--- src/rtl/riscv_ctrl_pkg.sv ---
// Shared encodings for the multi-cycle RV32I control unit: opcodes, function
// fields, datapath select codes, ALU operations and the FSM state set.
package riscv_ctrl_pkg;

   localparam logic [6:0] OPC_OP     = 7'b0110011;
   localparam logic [6:0] OPC_OP_IMM = 7'b0010011;
   localparam logic [6:0] OPC_LOAD   = 7'b0000011;
   localparam logic [6:0] OPC_STORE  = 7'b0100011;
   localparam logic [6:0] OPC_BRANCH = 7'b1100011;
   localparam logic [6:0] OPC_JAL    = 7'b1101111;
   localparam logic [6:0] OPC_JALR   = 7'b1100111;
   localparam logic [6:0] OPC_LUI    = 7'b0110111;

   localparam logic [2:0] F3_ADD  = 3'b000;
   localparam logic [2:0] F3_SLL  = 3'b001;
   localparam logic [2:0] F3_SLT  = 3'b010;
   localparam logic [2:0] F3_SLTU = 3'b011;
   localparam logic [2:0] F3_XOR  = 3'b100;
   localparam logic [2:0] F3_SR   = 3'b101;
   localparam logic [2:0] F3_OR   = 3'b110;
   localparam logic [2:0] F3_AND  = 3'b111;
   localparam logic [2:0] F3_BEQ  = 3'b000;
   localparam logic [2:0] F3_BNE  = 3'b001;
   localparam logic [2:0] F3_BLT  = 3'b100;
   localparam logic [2:0] F3_BGE  = 3'b101;
   localparam logic [2:0] F3_BLTU = 3'b110;
   localparam logic [2:0] F3_BGEU = 3'b111;
   localparam logic [2:0] F3_WORD = 3'b010;
   localparam logic [2:0] F3_JALR = 3'b000;

   localparam logic [6:0] F7_BASE = 7'b0000000;
   localparam logic [6:0] F7_ALT  = 7'b0100000;

   localparam logic [3:0] ALU_ADD  = 4'd0;
   localparam logic [3:0] ALU_SUB  = 4'd1;
   localparam logic [3:0] ALU_AND  = 4'd2;
   localparam logic [3:0] ALU_OR   = 4'd3;
   localparam logic [3:0] ALU_SLT  = 4'd4;
   localparam logic [3:0] ALU_SLTU = 4'd5;
   localparam logic [3:0] ALU_XOR  = 4'd6;
   localparam logic [3:0] ALU_SLL  = 4'd7;
   localparam logic [3:0] ALU_SRL  = 4'd8;
   localparam logic [3:0] ALU_SRA  = 4'd9;

   localparam logic [2:0] EXT_I = 3'd0;
   localparam logic [2:0] EXT_S = 3'd1;
   localparam logic [2:0] EXT_B = 3'd2;
   localparam logic [2:0] EXT_J = 3'd3;
   localparam logic [2:0] EXT_U = 3'd4;

   localparam logic [1:0] RES_ALUOUT = 2'd0;
   localparam logic [1:0] RES_MEM    = 2'd1;
   localparam logic [1:0] RES_PC     = 2'd2;
   localparam logic [1:0] RES_IMM    = 2'd3;

   localparam logic [1:0] SRCA_PC    = 2'd0;
   localparam logic [1:0] SRCA_OLDPC = 2'd1;
   localparam logic [1:0] SRCA_RS1   = 2'd2;
   localparam logic [1:0] SRCB_RS2   = 2'd0;
   localparam logic [1:0] SRCB_IMM   = 2'd1;
   localparam logic [1:0] SRCB_FOUR  = 2'd2;

   typedef enum logic [3:0] {
      S_FETCH, S_DECODE, S_EXEC_R, S_EXEC_I, S_MEM_ADDR, S_MEM_RD, S_MEM_WR,
      S_WB_ALU, S_WB_MEM, S_BRANCH, S_JAL, S_JALR, S_LUI, S_TRAP
   } state_e;

   function automatic logic branch_taken(input logic [2:0] f3, input logic z,
                                         input logic n, input logic c);
      logic t;
      t = 1'b0;
      case (f3)
         F3_BEQ:  t = z;
         F3_BNE:  t = !z;
         F3_BLT:  t = n;
         F3_BGE:  t = !n;
         F3_BLTU: t = c;
         F3_BGEU: t = !c;
         default: t = 1'b0;
      endcase
      return t;
   endfunction

endpackage

--- src/rtl/alu_decoder.sv ---
// Combinational ALU operation decode for OP and OP-IMM instructions; also
// reports whether the func3/func7 combination is a supported encoding.
module alu_decoder
   import riscv_ctrl_pkg::*;
(
   input  logic [6:0] op,
   input  logic [2:0] func3,
   input  logic [6:0] func7,
   output logic [3:0] aluop,
   output logic       legal
);

   logic is_r;
   logic base;
   logic alt;

   always_comb begin
      is_r  = (op == OPC_OP);
      base  = (func7 == F7_BASE);
      alt   = (func7 == F7_ALT);
      aluop = ALU_ADD;
      legal = 1'b1;
      if (is_r || op == OPC_OP_IMM) begin
         // Immediate forms carry imm bits in func7, so only shifts constrain it.
         case (func3)
            F3_ADD:  begin aluop = (is_r && alt) ? ALU_SUB : ALU_ADD; legal = !is_r || base || alt; end
            F3_SLL:  begin aluop = ALU_SLL;  legal = base; end
            F3_SLT:  begin aluop = ALU_SLT;  legal = !is_r || base; end
            F3_SLTU: begin aluop = ALU_SLTU; legal = !is_r || base; end
            F3_XOR:  begin aluop = ALU_XOR;  legal = !is_r || base; end
            F3_SR:   begin aluop = alt ? ALU_SRA : ALU_SRL; legal = base || alt; end
            F3_OR:   begin aluop = ALU_OR;   legal = !is_r || base; end
            F3_AND:  begin aluop = ALU_AND;  legal = !is_r || base; end
            default: begin aluop = ALU_ADD;  legal = 1'b0; end
         endcase
      end
   end

endmodule

--- src/rtl/multicycle_controller.sv ---
// Multi-cycle RV32I control FSM: sequences shared memory, ALU and IR/ALUOut/
// OldPC over 3-5 states per instruction, with mem_ready wait states.
module multicycle_controller
   import riscv_ctrl_pkg::*;
#(
   parameter int ALUOP_W       = 4,
   parameter bit RESET_PC_HOLD = 1'b0
) (
   input  logic               clk,
   input  logic               rst,
   input  logic [6:0]         op,
   input  logic [2:0]         func3,
   input  logic [6:0]         func7,
   input  logic               zero,
   input  logic               negetive,
   input  logic               carry,
   input  logic               mem_ready,
   output logic               mem_req,
   output logic               memwrite,
   output logic               adrsrc,
   output logic               irwrite,
   output logic               pcwrite,
   output logic               pcsrc,
   output logic               regwrite,
   output logic [1:0]         resultsrc,
   output logic [1:0]         alusrca,
   output logic [1:0]         alusrcb,
   output logic [ALUOP_W-1:0] aluop,
   output logic [2:0]         extend_func,
   output logic               illegal
);

   state_e     state_q, state_d;
   logic       illegal_q, illegal_d;
   logic       hold_q, hold_d;
   logic [3:0] dec_aluop;
   logic       dec_legal;
   logic [3:0] alu_code;

   alu_decoder u_alu_decoder (
      .op    (op),
      .func3 (func3),
      .func7 (func7),
      .aluop (dec_aluop),
      .legal (dec_legal)
   );

   assign aluop   = ALUOP_W'(alu_code);
   assign illegal = illegal_q;

   always_comb begin
      state_d     = state_q;
      illegal_d   = illegal_q;
      hold_d      = 1'b0;
      mem_req     = 1'b0;
      memwrite    = 1'b0;
      adrsrc      = 1'b0;
      irwrite     = 1'b0;
      pcwrite     = 1'b0;
      pcsrc       = 1'b0;
      regwrite    = 1'b0;
      resultsrc   = RES_ALUOUT;
      alusrca     = SRCA_PC;
      alusrcb     = SRCB_RS2;
      alu_code    = ALU_ADD;
      extend_func = EXT_I;
      // Reset and the post-reset hold cycle both keep every output quiet.
      if (!rst && !hold_q) begin
         case (state_q)
            S_FETCH: begin
               mem_req = 1'b1;
               alusrcb = SRCB_FOUR;
               if (mem_ready) begin
                  irwrite = 1'b1;
                  pcwrite = 1'b1;
                  state_d = S_DECODE;
               end
            end
            S_DECODE: begin
               alusrca = SRCA_OLDPC;
               alusrcb = SRCB_IMM;
               case (op)
                  OPC_OP:              state_d = dec_legal ? S_EXEC_R : S_TRAP;
                  OPC_OP_IMM:          state_d = dec_legal ? S_EXEC_I : S_TRAP;
                  OPC_LOAD, OPC_STORE: state_d = (func3 == F3_WORD) ? S_MEM_ADDR : S_TRAP;
                  OPC_BRANCH: begin
                     extend_func = EXT_B;
                     state_d = (func3 == F3_SLT || func3 == F3_SLTU) ? S_TRAP : S_BRANCH;
                  end
                  OPC_JAL: begin
                     extend_func = EXT_J;
                     state_d     = S_JAL;
                  end
                  OPC_JALR:            state_d = (func3 == F3_JALR) ? S_JALR : S_TRAP;
                  OPC_LUI:             state_d = S_LUI;
                  default:             state_d = S_TRAP;
               endcase
               illegal_d = (state_d == S_TRAP);
            end
            S_EXEC_R, S_EXEC_I: begin
               alusrca  = SRCA_RS1;
               alusrcb  = (state_q == S_EXEC_I) ? SRCB_IMM : SRCB_RS2;
               alu_code = dec_aluop;
               state_d  = S_WB_ALU;
            end
            S_MEM_ADDR: begin
               alusrca     = SRCA_RS1;
               alusrcb     = SRCB_IMM;
               extend_func = (op == OPC_STORE) ? EXT_S : EXT_I;
               state_d     = (op == OPC_STORE) ? S_MEM_WR : S_MEM_RD;
            end
            S_MEM_RD: begin
               mem_req = 1'b1;
               adrsrc  = 1'b1;
               if (mem_ready) state_d = S_WB_MEM;
            end
            S_MEM_WR: begin
               mem_req  = 1'b1;
               memwrite = 1'b1;
               adrsrc   = 1'b1;
               if (mem_ready) state_d = S_FETCH;
            end
            S_WB_ALU, S_WB_MEM: begin
               regwrite  = 1'b1;
               resultsrc = (state_q == S_WB_MEM) ? RES_MEM : RES_ALUOUT;
               state_d   = S_FETCH;
            end
            S_BRANCH: begin
               alusrca  = SRCA_RS1;
               alusrcb  = SRCB_RS2;
               alu_code = ALU_SUB;
               pcsrc    = 1'b1;
               pcwrite  = branch_taken(func3, zero, negetive, carry);
               state_d  = S_FETCH;
            end
            S_JAL: begin
               pcwrite   = 1'b1;
               pcsrc     = 1'b1;
               regwrite  = 1'b1;
               resultsrc = RES_PC;
               state_d   = S_FETCH;
            end
            S_JALR: begin
               alusrca   = SRCA_RS1;
               alusrcb   = SRCB_IMM;
               pcwrite   = 1'b1;
               regwrite  = 1'b1;
               resultsrc = RES_PC;
               state_d   = S_FETCH;
            end
            S_LUI: begin
               regwrite    = 1'b1;
               resultsrc   = RES_IMM;
               extend_func = EXT_U;
               state_d     = S_FETCH;
            end
            default: state_d = state_q;
         endcase
      end
   end

   always_ff @(posedge clk) begin
      if (rst) begin
         state_q   <= S_FETCH;
         illegal_q <= 1'b0;
         hold_q    <= RESET_PC_HOLD;
      end else begin
         state_q   <= state_d;
         illegal_q <= illegal_d;
         hold_q    <= hold_d;
      end
   end

endmodule
--- config.mk ---
export PLATFORM = sky130hd
export DESIGN_NAME = multicycle_controller
export DESIGN_NICKNAME = d
export VERILOG_FILES = /design/src/rtl/riscv_ctrl_pkg.sv /design/src/rtl/alu_decoder.sv /design/src/rtl/multicycle_controller.sv
export SDC_FILE = /design/constraint.sdc
export NUM_CORES = 1
export LEC_CHECK = 0
export ABC_AREA = 1
export BUFFER_PORTS_ARGS = -buffer_cell sky130_fd_sc_hd__buf_4
export CORE_UTILIZATION = 48
export DETAILED_ROUTE_END_ITERATION = 7
export PLACE_DENSITY = 0.81
export SYNTH_ARGS = -nofsm -noshare
export SYNTH_HDL_FRONTEND = slang
export SYNTH_SLANG_ARGS = --single-unit
--- constraint.sdc ---
create_clock -name clk -period 1.5 [get_ports clk]
set_clock_uncertainty 0.1 [all_clocks]
set_input_delay 0.15 -clock clk [delete_from_list [all_inputs] [get_ports clk]]
set_output_delay 0.15 -clock clk [all_outputs]
set_load 0.05 [all_outputs]
==> impl_metrics.tcl, run 1 <==
set metrics [dict create \
    status "aborted with a tool error" \
    haltStage "4_1_cts" \
    tool.error "[ERROR DPL-0038] Utilization greater than 100%, impossible to legalize" \
    rows 16 \
    synth_common_cells "nand2_1 (42), nor2_1 (37), inv_1 (29)" \
    synth.largest_area_cell "nand2_1" \
    synthArstFlopShare_pct 0 \
    synth_edf_count 0 \
    die_w_um 48.1 \
    dp_hpwl_um 3120 \
    synthCells 196 \
    port_buffers 43 \
    ys.flop_type "dfxtp_1" \
    postCtsHoldBufs 0 \
    ys_ff_latch 5 \
    ctsResizeCount 67 \
    cts_buffers 3 \
    syn-num-nets 219 \
    numClockSinks 5 \
    clockBufferDepth 2 \
    placed_cell_area_um2 1780 \
    synth.distinct_cells 29 \
    num_io_pins 44 \
    ys_seq_area_share_pct 9.80 \
    start_util_pct 51.5 \
    synth.most_common_cell "nand2_1" \
    gp_congestion 0.895 \
    syn_area_per_cell_um2 5.21 \
    root_buffer "clkbuf_4" \
    syn_area_um2 1020 \
    yosysTopAreaCellShare_pct 15.4 \
    htree_num_levels 1 \
    die_h_um 48.1 \
    postCtsSetupBuffers 15 \
    yosysWarnings 0 \
    ys_top_cells_by_area "nand2_1 (15%), nor2_1 (14%), inv_1 (11%), dfxtp_1 (9.8%), nand3_1 (7.4%)" \
]
==> through the flow <==
step	setup slack [ns]	hold WS (ns)	setup TNS [ns]	instances
after detailed placement	-0.136	0.440	-0.847	297
after global placement	-0.0697	0.434	-0.240	297
after floorplan	-0.297	0.280	-0.862	196
==> kinds of logic after synthesis <==
group           count (synthesis)  share of synthesized area [%]
flops                           5                           9.80
simple gates                  122                           55.9
compound gates                 29                           19.1
buf+inv                        40                           15.2
==> inputs of run 2 (changes only) <==
--- a/config.mk
+++ b/config.mk
@@ -7,9 +7,10 @@
 export LEC_CHECK = 0
 export ABC_AREA = 1
 export BUFFER_PORTS_ARGS = -buffer_cell sky130_fd_sc_hd__buf_4
-export CORE_UTILIZATION = 48
+export CORE_AREA = 2 2 63 65
 export DETAILED_ROUTE_END_ITERATION = 7
-export PLACE_DENSITY = 0.81
+export DIE_AREA = 0 0 65 67
+export PLACE_DENSITY_LB_ADDON = 0.15
 export SYNTH_ARGS = -nofsm -noshare
 export SYNTH_HDL_FRONTEND = slang
 export SYNTH_SLANG_ARGS = --single-unit
==> run 2 against run 1 <==
  * The flow now finishes, with violations (setup timing)
  * Synthesized area unchanged
  * Synthesized cell count unchanged
==> impl_metrics.tcl, run 2 <==
set metrics [dict create \
    status "complete, but fails checks" \
    violations "setup timing" \
    nets 312 \
    p_int_mw 1.37 \
    p_switching_mw 1.44 \
    synth_edf_count 0 \
    fmax_ghz 0.572 \
    use_met2_pct 29.4 \
    drt.antenna.violating_nets 0 \
    routed_via_density 4.45 \
    ys_ff_latch 5 \
    drt_iter0_drc 53 \
    port_buffers 43 \
    synthCells 196 \
    cp_max_fo 5 \
    synth_common_cells "nand2_1 (42), nor2_1 (37), inv_1 (29)" \
    syn_area_um2 1020 \
    grtUsageMet3_pct 2.03 \
    hold_path.class "in -> reg" \
    ys_seq_area_share_pct 9.80 \
    setup_tns_ns -3.01 \
    period_minus_slack_ns 1.75 \
    ys_top_cells_by_area "nand2_1 (15%), nor2_1 (14%), inv_1 (11%), dfxtp_1 (9.8%), nand3_1 (7.4%)" \
    cts_tree "yes" \
    clock_latency_ns 0.23 \
    vias 1494 \
    end_kind "primary output" \
    power_mw 2.82 \
    dp_hpwl_um 2710 \
    leakage_nw 1.05 \
    comb_power_share_pct 81.2 \
    crit_top_cell "inv_1" \
    path_delay_family "buffers and inverters" \
    synth.distinct_cells 29 \
    cts_buffers 3 \
    synth.most_common_cell "nand2_1" \
    setup_ws_ns -0.248 \
    drt-pass1-iter-count 4 \
    start_util_pct 28.3 \
    startpoint "state_q[2]$_SDFFE_PP0P_" \
    track_usage_pct 17.3 \
    clockBufferDepth 2 \
    postCtsHoldBufs 0 \
    cp-start-kind "flip-flop" \
    synth.largest_area_cell "nand2_1" \
    worstPathArrival_ns 1.50 \
    drive_gt1_share_pct 60.1 \
    pwr-share-seq_pct 9.6 \
    layout_commonest_cell "buf_4" \
    die_h_um 67 \
    r2r-start "state_q[0]$_SDFFE_PP0P_" \
    global_route.usage.met1_pct 23.4 \
    setup_viol 23 \
    rsz0062_at_grt "true" \
    slew_headroom_pct 77.1 \
    antenna_found_initial 0 \
    drc 0 \
    core_area_um2 3610 \
    area_growth_pct 117 \
    power.share.clock_pct 9.2 \
    grt_pass1_wl_um 6070 \
    avgRoutedWirePerCell_um 10.6 \
    grt_pass1_vias 1434 \
    gp_congestion 0.838 \
    crit_type "reg -> out" \
    syn_area_per_cell_um2 5.21 \
    num_io_pins 44 \
    diodes 0 \
    top_register "state_q" \
    clk_pin_slew_worst_paths_ns 0.04 \
    yosysTopAreaCellShare_pct 15.4 \
    rows 22 \
    worst_slew_pin_slew_ns 0.339 \
    vdd_drop_max_mv 0.516 \
    numClockSinks 5 \
    routed_wl_um 3560 \
    die_area_um2 4360 \
    grt_busiest_layer "met2" \
    grt_max_degree 14 \
    root_buffer "clkbuf_8" \
    synthArstFlopShare_pct 0 \
    cp_num_buf_inv 5 \
    largest_register_ffs 4 \
    yosysWarnings 0 \
    cap_violations 0 \
    swShare_pct 51.2 \
    hp-start "rst" \
    syn-num-nets 219 \
    worstPathRequired_ns 1.25 \
    overflow 0 \
    timing_hold_violations_final 0 \
    cpPeakStageDelay_ns 0.38 \
    crit_chain "inv_2 > nor2_2 > inv_1 > buf_4 > o22ai_2 > o31ai_1 > inv_1 > buf_6" \
    ys.flop_type "dfxtp_1" \
    drv_slew 0 \
    htree_num_levels 1 \
    slowest_stage "dfxtp_4" \
    final_cell_mix "buf_4 (69), nand2_1 (36), nor2_1 (24)" \
    period_share_pct 117 \
    power_density_nw_per_um2 1270 \
    die_w_um 65 \
]
==> run 2: cell counts after synthesis <==
No cell type changed its count.
==> run 2: timing repair <==
item	in CTS	in global routing
pin swaps	23	13
resized for setup	56	19
setup buffers	3	2
setup endpoints to repair	23	24
==> run 2: logic make-up after synthesis <==
| kind of cell | after synthesis | share of synthesized area (%) |
|---|---|---|
| AND/OR/NAND/NOR | 122 | 55.9 |
| buffers and inverters | 40 | 15.2 |
| AO/OA/AOI/OAI | 29 | 19.1 |
| flip-flops | 5 | 9.80 |
==> run 2: path summary, 6_finish.rpt <==
| path | endpoint | slack (ns) | cells past startpoint |
|---|---|---|---|
| max | alusrca[1] | -0.25 | 8 |
| max reg2reg | state_q[1]$_SDFFE_PP0P_ | -0.12 | 9 |
| min reg2reg | illegal$_SDFFE_PP0P_ | 0.45 | 4 |
| min | illegal$_SDFFE_PP0P_ | 0.18 | 2 |
==> run 2: stage by stage <==
step	setup slack, ns	cell area, um2	std cells	hold WS (ns)	util [%]
global route	-0.306	2220	336	0.215	61.5
detailed placement	-0.165	1870	327	0.411	51.8
global placement	-0.122	1870	327	0.402	51.8
floorplan	-0.297	1180	196	0.280	-
finish	-0.248	2220	336	0.184	61.5
CTS	-0.195	2120	334	0.179	58.8
==> run 2: cell type report <==
cell class | instances | area (um2)
Inverter | 36 | 140
Multi-Input combinational cell | 151 | 1070
Sequential cell | 5 | 115
Clock buffer | 4 | 45.0
Fill cell | 341 | 1390
Timing Repair Buffer | 92 | 788
Tap cell | 48 | 60.1
==> run 2: per-layer routing <==
layer  routed length (um)  up-vias
met5                    0        -
met4                   43        0
met3                  133        4
met2                 1750       34
met1                 1630      639
li1                     -      817
==> run 2: worst reg2reg max path, stage by stage, from the launching register on <==
cell	delay (ns)
dfxtp_4	0.35
buf_4	0.15
nand2_1	0.15
nand3_2	0.12
nand2_2	0.08
inv_2	0.04
buf_4	0.13
o21bai_4	0.21
nand2_1	0.08
a31oi_1	0.13
==> run 2: power groups by stage <==
stage	registers (mW)	logic (mW)	clock network, mW
floorplan	0.279	1.01	0
global placement	0.229	1.77	0
detailed placement	0.232	1.77	0
CTS	0.264	2.07	0.260
global route	0.276	2.46	0.273
finish	0.271	2.29	0.259
No activity file was read; power rests on OpenSTA's default activity.
